File: src/rtl/ptp_irq_ctrl_pkg.sv
// Shared definitions for the xge-ptpv2 interrupt controller.
//   OFS_*        : register word offsets from INT_BASE_ADDR
//   irq_state_e  : combined-interrupt output FSM encoding
package ptp_irq_ctrl_pkg;

    localparam logic [31:0] OFS_STATUS  = 32'd0;
    localparam logic [31:0] OFS_MASK    = 32'd1;
    localparam logic [31:0] OFS_MODE    = 32'd2;
    localparam logic [31:0] OFS_RAW     = 32'd3;
    localparam logic [31:0] OFS_FORCE   = 32'd4;
    localparam logic [31:0] OFS_HOLDOFF = 32'd5;

    typedef enum logic [1:0] {
        StIdle   = 2'd0,
        StAssert = 2'd1,
        StHold   = 2'd2
    } irq_state_e;

endpackage

File: src/rtl/ptp_irq_ctrl_if.sv
// bus2ip register bus bundle.
//   bus2ip_addr  : 32-bit word address
//   bus2ip_data  : write data
//   bus2ip_rd_ce : read strobe, active high
//   bus2ip_wr_ce : write strobe, active high, one write per high cycle
//   ip2bus_data  : read data, combinational from the slave
interface ptp_irq_ctrl_if;

    logic [31:0] bus2ip_addr;
    logic [31:0] bus2ip_data;
    logic        bus2ip_rd_ce;
    logic        bus2ip_wr_ce;
    logic [31:0] ip2bus_data;

    modport master (
        output bus2ip_addr,
        output bus2ip_data,
        output bus2ip_rd_ce,
        output bus2ip_wr_ce,
        input  ip2bus_data
    );

    modport slave (
        input  bus2ip_addr,
        input  bus2ip_data,
        input  bus2ip_rd_ce,
        input  bus2ip_wr_ce,
        output ip2bus_data
    );

endinterface

File: src/rtl/ptp_irq_ctrl_sync_edge.sv
// Single-bit synchroniser with rising-edge detect.
//   bus2ip_clk, bus2ip_rst_n : clock, asynchronous active-low reset
//   src_i                    : raw asynchronous input
//   sync_o                   : synchronised level (SYNC_STAGES flops deep)
//   rise_o                   : one-cycle pulse when sync_o goes 0 -> 1
module ptp_irq_ctrl_sync_edge #(
    parameter int unsigned SYNC_STAGES = 2
) (
    input  logic bus2ip_clk,
    input  logic bus2ip_rst_n,
    input  logic src_i,
    output logic sync_o,
    output logic rise_o
);

    logic [SYNC_STAGES-1:0] sync_q;
    logic                   prev_q;

    always_ff @(posedge bus2ip_clk or negedge bus2ip_rst_n) begin
        if (!bus2ip_rst_n) begin
            sync_q <= '0;
            prev_q <= 1'b0;
        end else begin
            sync_q <= {sync_q[SYNC_STAGES-2:0], src_i};
            prev_q <= sync_q[SYNC_STAGES-1];
        end
    end

    assign sync_o = sync_q[SYNC_STAGES-1];
    assign rise_o = sync_q[SYNC_STAGES-1] & ~prev_q;

endmodule

File: src/rtl/ptp_irq_ctrl.sv
// Parametrised interrupt controller for the xge-ptpv2 core.
//   bus2ip_clk, bus2ip_rst_n : clock, asynchronous active-low reset
//   bus                      : bus2ip register bus (slave side)
//   int_src_i                : raw interrupt sources, asynchronous
//   int_pend_o               : registered STATUS & MASK
//   int_ptp_o                : combined interrupt with hold-off coalescing
module ptp_irq_ctrl
    import ptp_irq_ctrl_pkg::*;
#(
    parameter int unsigned NUM_SRC       = 8,
    parameter logic [31:0] INT_BASE_ADDR = 32'h300,
    parameter int unsigned SYNC_STAGES   = 2,
    parameter int unsigned HOLDOFF_W     = 16
) (
    input  logic               bus2ip_clk,
    input  logic               bus2ip_rst_n,
    ptp_irq_ctrl_if.slave      bus,
    input  logic [NUM_SRC-1:0] int_src_i,
    output logic [NUM_SRC-1:0] int_pend_o,
    output logic               int_ptp_o
);

    logic [NUM_SRC-1:0]   src_sync, src_rise;
    logic [NUM_SRC-1:0]   status_q, status_d, mask_q, mode_q, pend_q;
    logic [NUM_SRC-1:0]   wdata, w1c, set;
    logic [HOLDOFF_W-1:0] holdoff_q, cnt_q, cnt_d;
    irq_state_e           state_q, state_d;
    logic                 int_ptp_q;
    logic [31:0]          ofs, rdata;
    logic                 wr_status, wr_mask, wr_mode, wr_force, wr_holdoff;
    logic                 unused_wdata;

    for (genvar i = 0; i < NUM_SRC; i++) begin : g_sync
        ptp_irq_ctrl_sync_edge #(
            .SYNC_STAGES (SYNC_STAGES)
        ) u_sync (
            .bus2ip_clk   (bus2ip_clk),
            .bus2ip_rst_n (bus2ip_rst_n),
            .src_i        (int_src_i[i]),
            .sync_o       (src_sync[i]),
            .rise_o       (src_rise[i])
        );
    end

    // Modular subtraction keeps the decode a full 32-bit compare: ofs == k only for base + k.
    assign ofs        = bus.bus2ip_addr - INT_BASE_ADDR;
    assign wdata      = bus.bus2ip_data[NUM_SRC-1:0];
    assign wr_status  = bus.bus2ip_wr_ce && (ofs == OFS_STATUS);
    assign wr_mask    = bus.bus2ip_wr_ce && (ofs == OFS_MASK);
    assign wr_mode    = bus.bus2ip_wr_ce && (ofs == OFS_MODE);
    assign wr_force   = bus.bus2ip_wr_ce && (ofs == OFS_FORCE);
    assign wr_holdoff = bus.bus2ip_wr_ce && (ofs == OFS_HOLDOFF);
    assign unused_wdata = ^bus.bus2ip_data;

    // Set is OR-ed in after the clear, so a same-cycle set beats W1C.
    assign w1c      = wr_status ? wdata : '0;
    assign set      = (mode_q & src_sync) | (~mode_q & src_rise) | (wr_force ? wdata : '0);
    assign status_d = (status_q & ~w1c) | set;

    always_comb begin
        state_d = state_q;
        cnt_d   = cnt_q;
        unique case (state_q)
            StIdle: begin
                if (|pend_q) state_d = StAssert;
            end
            StAssert: begin
                if (~|pend_q) begin
                    if (holdoff_q == '0) begin
                        state_d = StIdle;
                    end else begin
                        state_d = StHold;
                        cnt_d   = holdoff_q;
                    end
                end
            end
            StHold: begin
                cnt_d = cnt_q - HOLDOFF_W'(1);
                // Bits that arrived during hold-off fire on the cycle IDLE would be entered.
                if (cnt_q == HOLDOFF_W'(1)) state_d = (|pend_q) ? StAssert : StIdle;
            end
            default: state_d = StIdle;
        endcase
    end

    always_ff @(posedge bus2ip_clk or negedge bus2ip_rst_n) begin
        if (!bus2ip_rst_n) begin
            status_q  <= '0;
            mask_q    <= '0;
            mode_q    <= '0;
            holdoff_q <= '0;
            pend_q    <= '0;
            state_q   <= StIdle;
            cnt_q     <= '0;
            int_ptp_q <= 1'b0;
        end else begin
            status_q  <= status_d;
            pend_q    <= status_q & mask_q;
            state_q   <= state_d;
            cnt_q     <= cnt_d;
            int_ptp_q <= (state_d == StAssert);
            if (wr_mask)    mask_q    <= wdata;
            if (wr_mode)    mode_q    <= wdata;
            if (wr_holdoff) holdoff_q <= bus.bus2ip_data[HOLDOFF_W-1:0];
        end
    end

    always_comb begin
        rdata = '0;
        if (bus.bus2ip_rd_ce) begin
            unique case (ofs)
                OFS_STATUS:  rdata[NUM_SRC-1:0]   = status_q;
                OFS_MASK:    rdata[NUM_SRC-1:0]   = mask_q;
                OFS_MODE:    rdata[NUM_SRC-1:0]   = mode_q;
                OFS_RAW:     rdata[NUM_SRC-1:0]   = src_sync;
                OFS_HOLDOFF: rdata[HOLDOFF_W-1:0] = holdoff_q;
                default:     rdata = '0;
            endcase
        end
    end

    assign bus.ip2bus_data = rdata;
    assign int_pend_o      = pend_q;
    assign int_ptp_o       = int_ptp_q;

endmodule
File: src/flat_wrapper.sv
// flat-port wrapper written by rule: the top's interface ports become plain ports
module ptp_irq_ctrl_flat import ptp_irq_ctrl_pkg::*;
#(
    parameter int unsigned NUM_SRC       = 8,
    parameter logic [31:0] INT_BASE_ADDR = 32'h300,
    parameter int unsigned SYNC_STAGES   = 2,
    parameter int unsigned HOLDOFF_W     = 16
)
  (bus2ip_clk, bus2ip_rst_n, int_src_i, int_pend_o, int_ptp_o, bus_bus2ip_addr, bus_bus2ip_data, bus_bus2ip_rd_ce, bus_bus2ip_wr_ce, bus_ip2bus_data);
  ptp_irq_ctrl_if bus_i ();
  input  logic bus2ip_clk;
  input  logic bus2ip_rst_n;
  input  logic [NUM_SRC-1:0] int_src_i;
  output logic [NUM_SRC-1:0] int_pend_o;
  output logic int_ptp_o;
  input wire logic [$bits(bus_i.bus2ip_addr)-1:0] bus_bus2ip_addr;
  input wire logic [$bits(bus_i.bus2ip_data)-1:0] bus_bus2ip_data;
  input wire logic [$bits(bus_i.bus2ip_rd_ce)-1:0] bus_bus2ip_rd_ce;
  input wire logic [$bits(bus_i.bus2ip_wr_ce)-1:0] bus_bus2ip_wr_ce;
  output wire logic [$bits(bus_i.ip2bus_data)-1:0] bus_ip2bus_data;
  assign bus_i.bus2ip_addr = bus_bus2ip_addr;
  assign bus_i.bus2ip_data = bus_bus2ip_data;
  assign bus_i.bus2ip_rd_ce = bus_bus2ip_rd_ce;
  assign bus_i.bus2ip_wr_ce = bus_bus2ip_wr_ce;
  assign bus_ip2bus_data = bus_i.ip2bus_data;
  ptp_irq_ctrl #(.NUM_SRC(NUM_SRC), .INT_BASE_ADDR(INT_BASE_ADDR), .SYNC_STAGES(SYNC_STAGES), .HOLDOFF_W(HOLDOFF_W)) u_core (.bus2ip_clk(bus2ip_clk), .bus2ip_rst_n(bus2ip_rst_n), .bus(bus_i), .int_src_i(int_src_i), .int_pend_o(int_pend_o), .int_ptp_o(int_ptp_o));
endmodule
File: config.mk
export PLATFORM = sky130hd
export DESIGN_NAME = ptp_irq_ctrl_flat
export DESIGN_NICKNAME = d
export VERILOG_FILES = /design/src/rtl/ptp_irq_ctrl_pkg.sv /design/src/rtl/ptp_irq_ctrl_if.sv /design/src/rtl/ptp_irq_ctrl_sync_edge.sv /design/src/rtl/ptp_irq_ctrl.sv /design/src/flat_wrapper.sv
export SDC_FILE = /design/constraint.sdc
export NUM_CORES = 1
export LEC_CHECK = 0
export BUFFER_PORTS_ARGS = -buffer_cell sky130_fd_sc_hd__buf_4
export CORE_ASPECT_RATIO = 1.2
export CORE_MARGIN = 1.5
export CORE_UTILIZATION = 30
export DETAILED_ROUTE_END_ITERATION = 8
export PLACE_DENSITY = 0.54
export SKIP_CTS_REPAIR_TIMING = 1
export SYNTH_ARGS = -nofsm -noshare
export SYNTH_HDL_FRONTEND = slang
export SYNTH_HIERARCHICAL = 1
export SYNTH_SLANG_ARGS = --single-unit
export TNS_END_PERCENT = 30
File: constraint.sdc
create_clock -name bus2ip_clk -period 6.4 [get_ports bus2ip_clk]
set_input_delay 0 -clock bus2ip_clk [delete_from_list [all_inputs] [get_ports bus2ip_clk]]
set_output_delay 0 -clock bus2ip_clk [all_outputs]
set_load 0.01 [all_outputs]
* Word-level counts from Yosys, hierarchy flattened
Cells that the tools add are included.
Storage, ports and cells: bits in registers 91, input port bits 76, output and inout bits 41, word-level logic and storage cells 87
Cells by class: add/subtract/negate cells 2, eq/ne operators 11, muxes and demuxes 14, bitwise operators 25, reductions and logical operators 11
Operator list (number):
- $eq A32 B2 Y1 const B | 2
- $eq A32 B3 Y1 const B | 2
- $mux W16 | 3
- $pmux W8 S5 | 1
- $and A8 B8 Y8 | 4
- $eq A32 B1 Y1 const B | 1
- $logic_not A32 Y1 | 1
- $pmux W16 S2 | 1
- $sub A32 B10 Y32 const B | 1
- $mux W8 | 3
- $or A8 B8 Y8 | 3
- $eq A16 B1 Y1 const B | 1
- $logic_not A16 Y1 | 1
- $not A8 Y8 | 2
- $sub A16 B1 Y16 const B | 1
- $and A1 B1 Y1 | 8
- $mux W2 | 4
- $not A1 Y1 | 8
- $reduce_or A8 Y1 | 1
- $pmux W2 S3 | 1
- $logic_and A1 B1 Y1 | 5
- $eq A2 B1 Y1 const B | 2
- $ne A2 B2 Y1 const B | 2
- $reduce_and A3 Y1 | 1
- other kinds (4) | 4

* Logic depth before layout (Yosys ltp)
Gate-level depths: netlist (run 1).
depth in word-level cells 7, gate-level depth with buffers 7, depth with buffers taken out 7

* Modules after synthesis
The synthesis (run 1) kept the hierarchy.
Modules (own cells, without submodules):
- ptp_irq_ctrl | instances 1, cells an instance 435, area an instance 4165.2 um^2, seq. area each 1676.6 um^2
- ptp_irq_ctrl_sync_edge | instances 8, cells an instance 4, area an instance 88.8 um^2, seq. area each 75.1 um^2

* Worst setup path after synthesis (run 1)
Ideal clock, no wire load.
path kind in2reg, start input bus_bus2ip_addr[8], end register u_core.holdoff_q[10], library setup time 0.125 ns, arrival 2.086 ns, required time 6.275 ns, slack 4.189 ns, cell stages on the path 6, buffers on the path 1, path through nand2_1 -> or4b_4 -> or4_4 -> nor4_4 -> buf_4 -> mux2_2
On the way: longest elaborated chain between the ends 3
Ends and longest elaborated chain:
- from (decl) | RTL line flat_wrapper.sv:16 | input wire logic [$bits(bus_i.bus2ip_addr)-1:0] bus_bus2ip_addr;
- $sub A32 B10 Y32 | RTL line ptp_irq_ctrl.sv:46 | assign ofs = bus.bus2ip_addr - INT_BASE_ADDR;
- $eq A32 B3 Y1 | RTL line ptp_irq_ctrl.sv:52 | assign wr_holdoff = bus.bus2ip_wr_ce && (ofs == OFS_HOLDOFF);
- $logic_and A1 B1 Y1 | RTL line ptp_irq_ctrl.sv:52
- to (signal assigned) | RTL line ptp_irq_ctrl.sv:104 | if (wr_holdoff) holdoff_q <= bus.bus2ip_data[HOLDOFF_W-1:0];
- to (decl) | RTL line ptp_irq_ctrl.sv:26 | logic [HOLDOFF_W-1:0] holdoff_q, cnt_q, cnt_d;
Every way passes these cells. A chain may end at the register's enable or synchronous reset.

* Final worst setup path (run 1)
start register u_core.pend_q[4], in the netlist u_core/int_pend_o[4], end register u_core.cnt_q[10]
On the way: longest elaborated chain between the ends 3
Ends and longest elaborated chain:
- from (decl) | RTL line ptp_irq_ctrl.sv:24 | logic [NUM_SRC-1:0] status_q, status_d, mask_q, mode_q, pend_q;
- from (signal assigned) | RTL line ptp_irq_ctrl.sv:98 | pend_q <= status_q & mask_q;
- $reduce_or A8 Y1 | RTL line ptp_irq_ctrl.sv:68 | if (~|pend_q) begin
- $ne A2 B2 Y1 (no source line)
- $reduce_and A3 Y1 (no source line)
- to (signal assigned) | RTL line ptp_irq_ctrl.sv:100 | cnt_q <= cnt_d;
- to (decl) | RTL line ptp_irq_ctrl.sv:26
Every way passes these cells.

==> reports/results.ini, run 1 <==
[status]
status=completed

[routing]
vias=4041
wl_per_cell_um=17.0
drtIter0Drc=236
drc=0
first_pass_iters=4
postRouteAntennaNets=0
vias_per_cell=5.18
wl_mm=13.3

[final_layout]
diodes=0
drive_above_1_share_pct=27.6
syn_to_final_growth_pct=28.3
fin_area_um2=6250
nets=649
final_core_util_pct=39.7

[global_route]
grt_overflow=0
grtUsageMet1_pct=19.3
grt_max_degree=54
grt_pass1_wl_mm=21.3
use_met2_pct=28.2
grt_util_met3_pct=2.52
grt_pass1_vias=4117
grt.busiest_layer=met2
track_usage_pct=15.8
antenna_found_initial=0

[placed_design]
gp_congestion=0.818
place_area_um2=5650
numPortBuffers=84
dp.final_hpwl_mm=9.26

[timing]
hold_viol_final=0
slew_headroom_pct=23.0
period_share_pct=42.1
fin_tns_setup_ns=0
setup_viol=0
final_max_slew_viol_count=0
worstMarginPinSlew_ns=1.15
fmax_mhz=371
grt_setup_unrepaired=no
fin_crit_ns=2.70
fin_skew_ns=0.00706
hold_slack_ns=0.126

[synthesis]
synth-main-ff-cell=dfrtp_1
synthArstFlopShare_pct=100
syn_area_um2=4880
avgSynthCellArea_um2=10.4
synthCells=467
synthDistinctLibCells=54
synth_edf_count=0
yosysWarnings=6
synth_seq_cells=91
ys_seq_area_share_pct=46.7

[setup_path]
rrSetupSlack_ns=3.70
crit_required_ns=6.59
start_kind=flip-flop
arrival_ns=2.89
crit_type=flip-flop to flip-flop
worst-path-max-fanout=19
end_kind=flip-flop

[hold_path]
min_path_type=input pin to flip-flop

[clock_tree]
cts_tree=built
cts.sinks=91
clk_path_buf_depth=2
cts_root_buffer=clkbuf_16
htreeDepth=3
worstSkewPairLatency_ns=0.34
clk_pin_slew_ns=0.07
cts-buffers-inserted=9

[floorplan]
rows=50
core-area_um2=15800
die_x_um=119
dieArea_um2=17000
ios=117
start_util_pct=30.9
die_h_um=143

[power_and_ir_drop]
leakagePower_uw=0.00282
max-vdd-ir-drop_uv=117
powerDensity_nw_per_um2=211

[run]
cap_violations=0

-- Yosys cell counts, types with 3 or more instances --
master / number / area share (%)
nand4_1: 12 / 1.5
buf_1: 4 / 0.31
a21oi_1: 20 / 2.1
nor3_1: 14 / 1.4
clkbuf_1: 19 / 1.5
nor2b_4: 8 / 2.3
or3_1: 3 / 0.38
dfrtp_1: 91 / 47
nand3b_1: 10 / 1.5
a31oi_1: 11 / 1.4
nor4_1: 12 / 1.5
o22ai_1: 7 / 0.90
nand2b_1: 4 / 0.51
and3_1: 8 / 1.0
o2bb2ai_1: 3 / 0.54
nand3_1: 19 / 2.0
nor4_4: 3 / 1.3
a22oi_1: 8 / 1.2
nor2_1: 16 / 1.2
nor2b_1: 3 / 0.38
nand2_1: 33 / 2.5
ha_1: 6 / 1.5
inv_1: 9 / 0.69
and2_1: 9 / 1.2
and4_1: 9 / 1.6
nand4b_1: 3 / 0.54
a31o_2: 3 / 0.54
mux2i_1: 19 / 3.9
o21ai_0: 20 / 2.1
buf_4: 17 / 2.6
mux2_2: 32 / 7.4
o41ai_1: 9 / 1.6
-- state kept, by name (all words and copies together) (netlist names) --
name	count
u_core/cnt_q	16
u_core/g_sync.u_sync/sync_q	16
u_core/holdoff_q	16
u_core/g_sync.u_sync/prev_q	8
u_core/int_pend_o	8
u_core/mask_q	8
u_core/mode_q	8
u_core/status_q	8
u_core/state_q	2
u_core/int_ptp_o	1
-- critical path, cell delays in order (launching register included) --
cell	delay, ns
dfrtp_1	0.42
nor4_1	0.74
nand2_1	0.24
o21ai_1	0.19
buf_4	0.27
and2_1	0.54
a21oi_1	0.14
-- report_power, final --
group | leakage [uW] | internal, uW | switching (uW)
logic | 0.00147 | 47.8 | 54.8
registers | 0.00117 | 582 | 5.94
clock network | 0.000173 | 389 | 238
-- layer usage --
layer / routed length [um] / vias to the layer above
met1: 5570 / 1983
met2: 6860 / 126
li1: - / 1912
met4: 251 / 0
met5: 0 / -
met3: 569 / 20
-- metrics by stage --
stage / setup slack [ns] / std cells / total power [uW]
floorplan: 4.19 / 482 / 642
global placement: 3.68 / 739 / 689
detailed placement: 3.71 / 739 / 690
CTS: 3.74 / 755 / 1320
global route: 3.46 / 780 / 1370
finish: 3.70 / 780 / 1320
-- cell usage in the layout (no fill, tap or decap), drive strengths merged, types with 10 or more instances in the layout --
master,Yosys,final
dlygate4sd3,0,25
o21ai,21,21
dfrtp,91,91
nor4,16,16
conb,1,16
mux2i,19,19
nor3,15,15
nand2,33,33
a31oi,11,11
inv,9,11
nor2b,11,11
nor2,16,16
a21oi,20,20
nand4,12,12
buf,23,91
nand3b,10,10
mux2,32,32
nand3,19,19
-- worst paths after layout --
kind	depth (start not counted)	from	to
worst max register to register	6	u_core/int_pend_o[4]	u_core/cnt_q[10]
max in group asynchronous	3	bus2ip_rst_n	u_core/mode_q[0]
min in group asynchronous	2	bus2ip_rst_n	u_core/g_sync[6].u_sync/sync_q[1]
worst min-delay path	4	bus_bus2ip_addr[23]	u_core/status_q[7]
worst max-delay path	6	u_core/int_pend_o[4]	u_core/cnt_q[10]
worst min register to register	0	u_core/g_sync[2].u_sync/sync_q[0]	u_core/g_sync[2].u_sync/sync_q[1]
-- cells by family after synthesis --
family          after synthesis  synth area share, %
simple gates                176                 23.0
flops                        91                 46.7
compound gates               89                 11.6
mux                          51                 11.3
buf+inv                      51                 5.41
fa+ha+maj                     6                 1.54
xor+xnor                      2                0.359
other cells                   1               0.0769
-- layout make-up --
cell class              instances  area, um2
fillers                      1571       9510
clock inverters                 7        133
clock buffers                   9        225
multi-input cells             340       2390
flip-flops and latches         91       2280
repair buffers                116        933
inverters                       9       33.8
well taps                     208        260
Power figures use the tool's default switching activity.
==> run 2: changes to the inputs <==
==> constraint.sdc (replaced) <==
create_clock -name bus2ip_clk -period 2.5 [get_ports bus2ip_clk]
set_input_delay 0 -clock bus2ip_clk [delete_from_list [all_inputs] [get_ports bus2ip_clk]]
set_output_delay 0 -clock bus2ip_clk [all_outputs]
set_load 0.01 [all_outputs]
==> run 2 against run 1 <==
Against the previous run: count of clock-buffer cells in the layout is 3 higher; sequential share of layout area fell by 0.55 points; power grew 130%; maximum frequency up 28%.
==> reports/results.ini, run 2 (synthesized netlist as in run 1, its figures left out) <==
[final_layout]
diodes=0
final_core_util_pct=40.3
drive_above_1_share_pct=29.2
fin_area_um2=6350
syn_to_final_growth_pct=30.2
fill_cells=1560
top_regs=u_core/cnt_q x16, u_core/g_sync.u_sync/sync_q x16, u_core/holdoff_q x16
stdcell_count=797
multi_input_area_um2=2390
mostFrequentLayoutCells=buf_4 (103), dfrtp_1 (91), nand2_1 (33)
seq_area_um2=2280
layout_commonest_cell=buf_4
nets=666

[clock_tree]
cts-buffers-inserted=9
htreeDepth=3
clk_pin_slew_ns=0.06
clk_path_buf_depth=2
worstSkewPairLatency_ns=0.35
cts_root_buffer=clkbuf_16
cts_tree=built
cts.sinks=91

[routing]
first_pass_iters=5
vias_per_cell=5.23
drtIter0Drc=169
postRouteAntennaNets=0
wl_mm=13.5
vias=4169
wl_per_cell_um=16.9
drc=0

[placed_design]
pre_cts_ws_ns=0.173
dp.final_hpwl_mm=9.45
dpl.cell_count=756
numPortBuffers=84
place_area_um2=5840
gp_congestion=0.777

[power_and_ir_drop]
p_int_uw=2300
max-vdd-ir-drop_uv=388
switchingPower_uw=721
clkPwrFrac_pct=41.1
combPwrFrac_pct=9.0
leakagePower_uw=0.00288
p_sw_share_pct=23.9
sequentialPowerShare_pct=50.0
powerDensity_nw_per_um2=475

[global_route]
grt_pass1_vias=4151
track_usage_pct=15.9
grt_max_degree=50
grt_overflow=0
antenna_found_initial=0
grt_pass1_wl_mm=21.2

[setup_path]
rr_endpoint=u_core/int_ptp_o
r2r_start=u_core/int_pend_o[4]
worst-path-max-fanout=5
arrival_ns=2.33
reg2reg_depth=6
rrSetupSlack_ns=0.40
crit_type=flip-flop to flip-flop
end_kind=flip-flop
crit_required_ns=2.73
start_kind=flip-flop

[hold_path]
hold_depth=4
hp-start=bus_bus2ip_addr[23]
holdPathEnd=u_core/status_q[7]
min_path_type=input pin to flip-flop

[floorplan]
core-area_um2=15800
dieArea_um2=17000
rows=50
ios=117
start_util_pct=30.9
die_h_um=143
die_x_um=119

[timing]
fin_crit_ns=2.10
fmax_mhz=475
hold_viol_final=0
fin_ws_ns=0.396
setup_viol=0
period_share_pct=84.2
grt_setup_unrepaired=no
worstMarginPinSlew_ns=0.841
slew_headroom_pct=43.8
final_max_slew_viol_count=0
fin_tns_setup_ns=0
fin_skew_ns=0.00819

[run]
cap_violations=0

[status]
status=completed

run 2: cell types whose count changed in the layout (fill, tap and decap cells not counted):
cell / delta
buf_4: +12
clkbuf_1: +3
inv_6: -2
clkinv_4: +1
clkinv_2: +2
buf_12: +5
clkinv_8: -1
bufinv_16: -3
run 2: worst max-delay path, cell delays in order (launching register included):
cell     delay (ns)
dfrtp_1        0.41
nor4_1         0.49
buf_4          0.21
nand2_1        0.10
or3_1          0.32
a31o_2         0.26
and4b_1        0.20
run 2: layout make-up:
class / instances / share of cell area (%)
Tap cell: 208 / 4.10
Timing Repair Buffer: 133 / 17.7
Sequential cell: 91 / 35.9
Clock inverter: 4 / 0.433
Clock buffer: 12 / 3.72
Inverter: 9 / 0.532
Multi-Input combinational cell: 340 / 37.7
run 2: metrics by stage:
step,hold slack (ns),total power (uW)
6_report,0.135,3020
5_1_grt,0.161,3150
4_1_cts,-0.289,3030
3_5_place_dp,0.0820,1780
3_3_place_gp,0.0747,1770
2_1_floorplan,-0.296,1640
run 2: power by group through the flow:
stage | Combinational, uW | Clock, uW | Sequential, uW
after floorplan | 112 | 0 | 1530
after global placement | 239 | 0 | 1530
after detailed placement | 241 | 0 | 1530
after CTS | 242 | 1280 | 1510
after global routing | 297 | 1340 | 1510
final | 271 | 1240 | 1510
run 2: routing by layer:
metal  global-route usage [%]  part of all wire [%]  wire (um)  up-vias
met5                        0                     0          0        -
met4                     6.14                   2.0        274        0
met3                     3.04                   5.6        751       21
met2                     28.4                    52       7030      159
met1                     19.0                    40       5420     2044
li1                         -                     -          -     1945
run 2: how the worst max path moves through the flow:
stage	startpoint	end	slack, ns	cells after the start
global route	bus_bus2ip_addr[4]	bus_ip2bus_data[13]	0.28	8
CTS	u_core/int_pend_o[5]	u_core/int_ptp_o	0.37	6
global placement	bus_bus2ip_addr[21]	u_core/holdoff_q[14]	0.17	7
floorplan	bus_bus2ip_addr[8]	u_core/holdoff_q[10]	0.29	6
detailed placement	bus_bus2ip_addr[21]	u_core/holdoff_q[11]	0.17	7
finish	u_core/int_pend_o[4]	u_core/int_ptp_o	0.40	6
==> run 3: changes to the inputs <==
--- a/config.mk
+++ b/config.mk
@@ -5,12 +5,13 @@
 export SDC_FILE = /design/constraint.sdc
 export NUM_CORES = 1
 export LEC_CHECK = 0
+export ABC_AREA = 1
 export BUFFER_PORTS_ARGS = -buffer_cell sky130_fd_sc_hd__buf_4
 export CORE_ASPECT_RATIO = 1.2
 export CORE_MARGIN = 1.5
 export CORE_UTILIZATION = 30
 export DETAILED_ROUTE_END_ITERATION = 8
-export PLACE_DENSITY = 0.54
+export PLACE_DENSITY = 0.55
 export SKIP_CTS_REPAIR_TIMING = 1
 export SYNTH_ARGS = -nofsm -noshare
 export SYNTH_HDL_FRONTEND = slang
==> constraint.sdc (replaced) <==
create_clock -name bus2ip_clk -period 1.85 [get_ports bus2ip_clk]
set_input_delay 0 -clock bus2ip_clk [delete_from_list [all_inputs] [get_ports bus2ip_clk]]
set_output_delay 0 -clock bus2ip_clk [all_outputs]
set_load 0.01 [all_outputs]
==> run 3 against run 2 <==
Against the previous run: the flow now finishes with violations (negative setup slack); critical path type is now input pin to output port; setup slack got worse by 0.57 ns; largest cell class unchanged; first-iteration DRC count increased by 110%; power increased by 44%; wire length increased by 13%.
==> reports/results.ini, run 3 <==
[floorplan]
ios=117
start_util_pct=30.9
core-area_um2=17000
die_h_um=148
dieArea_um2=18300
die_x_um=124
rows=52

[clock_tree]
cts_tree=built
clk_path_buf_depth=2
cts.sinks=91
htreeDepth=3
cts_root_buffer=clkbuf_16
cts-buffers-inserted=9
worstSkewPairLatency_ns=0.36
clk_pin_slew_ns=0.07

[placed_design]
gp_congestion=0.854
numPortBuffers=84
dp.final_hpwl_mm=11.5

[power_and_ir_drop]
p_int_uw=3280
sequentialPowerShare_pct=46.7
clkPwrFrac_pct=44.0
switchingPower_uw=1070
leakagePower_uw=0.00363
p_sw_share_pct=24.6
powerDensity_nw_per_um2=569
combPwrFrac_pct=9.2
max-vdd-ir-drop_uv=436

[timing]
period_share_pct=109
fin_skew_ns=0.00742
hold_viol_final=0
grt_setup_unrepaired=yes
fin_tns_setup_ns=-1.93
setup_viol=21
fin_crit_ns=2.02
fin_ws_ns=-0.171
hold_slack_ns=0.0500
fmax_mhz=495
final_max_slew_viol_count=0

[setup_path]
rrSetupSlack_ns=-0.05
arrival_ns=2.02
crit_top_cell=nand2_1
crit_type=input pin to output port
crit_required_ns=1.85
cp_cell_sequence=buf_4 > nor2_4 > nand2_1 > nor2_4 > nand3b_1 > nand2_1 > nand2_1 > nor2_1 > nand2_1 > nor2_4 > nand2_2 > inv_4 > buf_12 > nand4_1 > a21oi_4 > buf_6
reg2reg_depth=9
slowest_delay_ns=0.22
start_kind=input pin
worst-path-max-fanout=10
rr_endpoint=u_core/cnt_q[4]
r2r_start=u_core/int_pend_o[6]
cp_slowest_cell=a21oi_4
end_kind=output port

[synthesis]
synthDistinctLibCells=42
synthArstFlopShare_pct=100
synth_edf_count=0
yosysTopAreaCell=dfrtp_1
yosysWarnings=6
synth-main-ff-cell=dfrtp_1
synth_commonest_cells=nand2_1 (126), dfrtp_1 (91), inv_1 (82), nor2_1 (80), nand4_1 (57)
syn_area_um2=5250
synth_top_area_share_pct=43.4
synthCells=677
ys_seq_area_share_pct=43.4
avgSynthCellArea_um2=7.75
synth_most_common_cell=nand2_1
synth.area.top_cells=dfrtp_1 (43%), nand2_1 (9.0%), nand4_1 (6.8%)
synth_seq_cells=91

[routing]
first_pass_iters=5
wl_per_cell_um=14.0
drc=0
vias=5202
wl_mm=15.3
vias_per_cell=4.77
postRouteAntennaNets=0
drtIter0Drc=361

[final_layout]
syn_to_final_growth_pct=45.6
nets=952
mostFrequentLayoutCells=buf_4 (155), nand2_1 (120), dfrtp_1 (91)
top_regs=u_core/cnt_q x16, u_core/g_sync.u_sync/sync_q x16, u_core/holdoff_q x16
fill_cells=1677
drive_above_1_share_pct=31.5
layout_commonest_cell=buf_4
diodes=0

[hold_path]
holdPathEnd=u_core/holdoff_q[4]
hp-start=bus_bus2ip_wr_ce
min_path_type=input pin to flip-flop
hold_depth=4

[status]
status=finished, violations left
violations=negative setup slack

[global_route]
grt_max_degree=32
grt_pass1_vias=5005
grt_pass1_wl_mm=24.0
grt_overflow=0
track_usage_pct=16.9
antenna_found_initial=0

[run]
cap_violations=0

==> run 3: critical path: cells and delay by family <==
| kind | cells | cell delay [ns] |
|---|---|---|
| buffers and inverters | 4 | 0.45 |
| AOI/OAI and AO/OA | 1 | 0.22 |
| and+or+nand+nor | 11 | 1.34 |
==> run 3: routing by layer <==
| layer | global-route usage, % | share of wire, % | vias up |
|---|---|---|---|
| met3 | 2.28 | 3.2 | 27 |
| li1 | - | - | 2623 |
| met5 | 0 | 0 | - |
| met4 | 7.99 | 3.0 | 0 |
| met1 | 20.5 | 42 | 2424 |
| met2 | 29.3 | 52 | 128 |
==> run 3: cell families (layout without fill, tap and decap cells) <==
| logic type | after synthesis | count (layout) | synth area share (%) |
|---|---|---|---|
| multiplexers | 8 | 8 | 1.53 |
| flip-flops | 91 | 91 | 43.4 |
| AND/OR/NAND/NOR | 344 | 344 | 31.2 |
| other | 1 | 16 | 0.0714 |
| adder cells (fa/ha/maj) | 6 | 6 | 1.43 |
| buffers and inverters | 122 | 305 | 10.7 |
| XOR/XNOR | 2 | 2 | 0.334 |
| AO/OA/AOI/OAI | 103 | 103 | 11.3 |
==> run 3: worst max path at each step <==
stage	start	endpoint	slack [ns]
detailed placement	bus_bus2ip_addr[14]	bus_ip2bus_data[6]	-0.28
global placement	bus_bus2ip_addr[12]	bus_ip2bus_data[6]	-0.24
CTS	bus_bus2ip_addr[14]	bus_ip2bus_data[6]	-0.29
finish	bus_bus2ip_addr[12]	bus_ip2bus_data[2]	-0.17
global route	bus_bus2ip_addr[11]	bus_ip2bus_data[6]	-0.29
floorplan	u_core/int_pend_o[1]	u_core/cnt_q[13]	0.02
==> run 3: metrics by stage <==
stage	setup WS (ns)	instances	utilization, %	power [uW]	instance area (um2)
after floorplan	0.0219	692	-	2200	5310
after global placement	-0.237	1042	39.9	2420	6770
after detailed placement	-0.277	1042	39.9	2410	6770
after CTS	-0.292	1058	41.7	4340	7080
after global routing	-0.290	1091	45.0	4520	7640
final	-0.171	1091	45.0	4350	7640
==> run 3: layout make-up <==
class	count	area [um2]	area share (%)
clock buffer	9	225	2.95
clock inverter	7	87.6	1.15
inverter	85	322	4.21
multi-input combinational	479	2670	34.9
sequential	91	2280	29.8
tap	216	270	3.54
timing repair buffer	204	1790	23.4
==> run 3: power groups by stage <==
stage | Clock (uW) | Combinational, uW | Sequential, uW
4_1_cts | 1960 | 345 | 2030
6_report | 1910 | 401 | 2030
5_1_grt | 2040 | 446 | 2030
2_1_floorplan | 0 | 135 | 2070
3_5_place_dp | 0 | 344 | 2070
3_3_place_gp | 0 | 346 | 2070
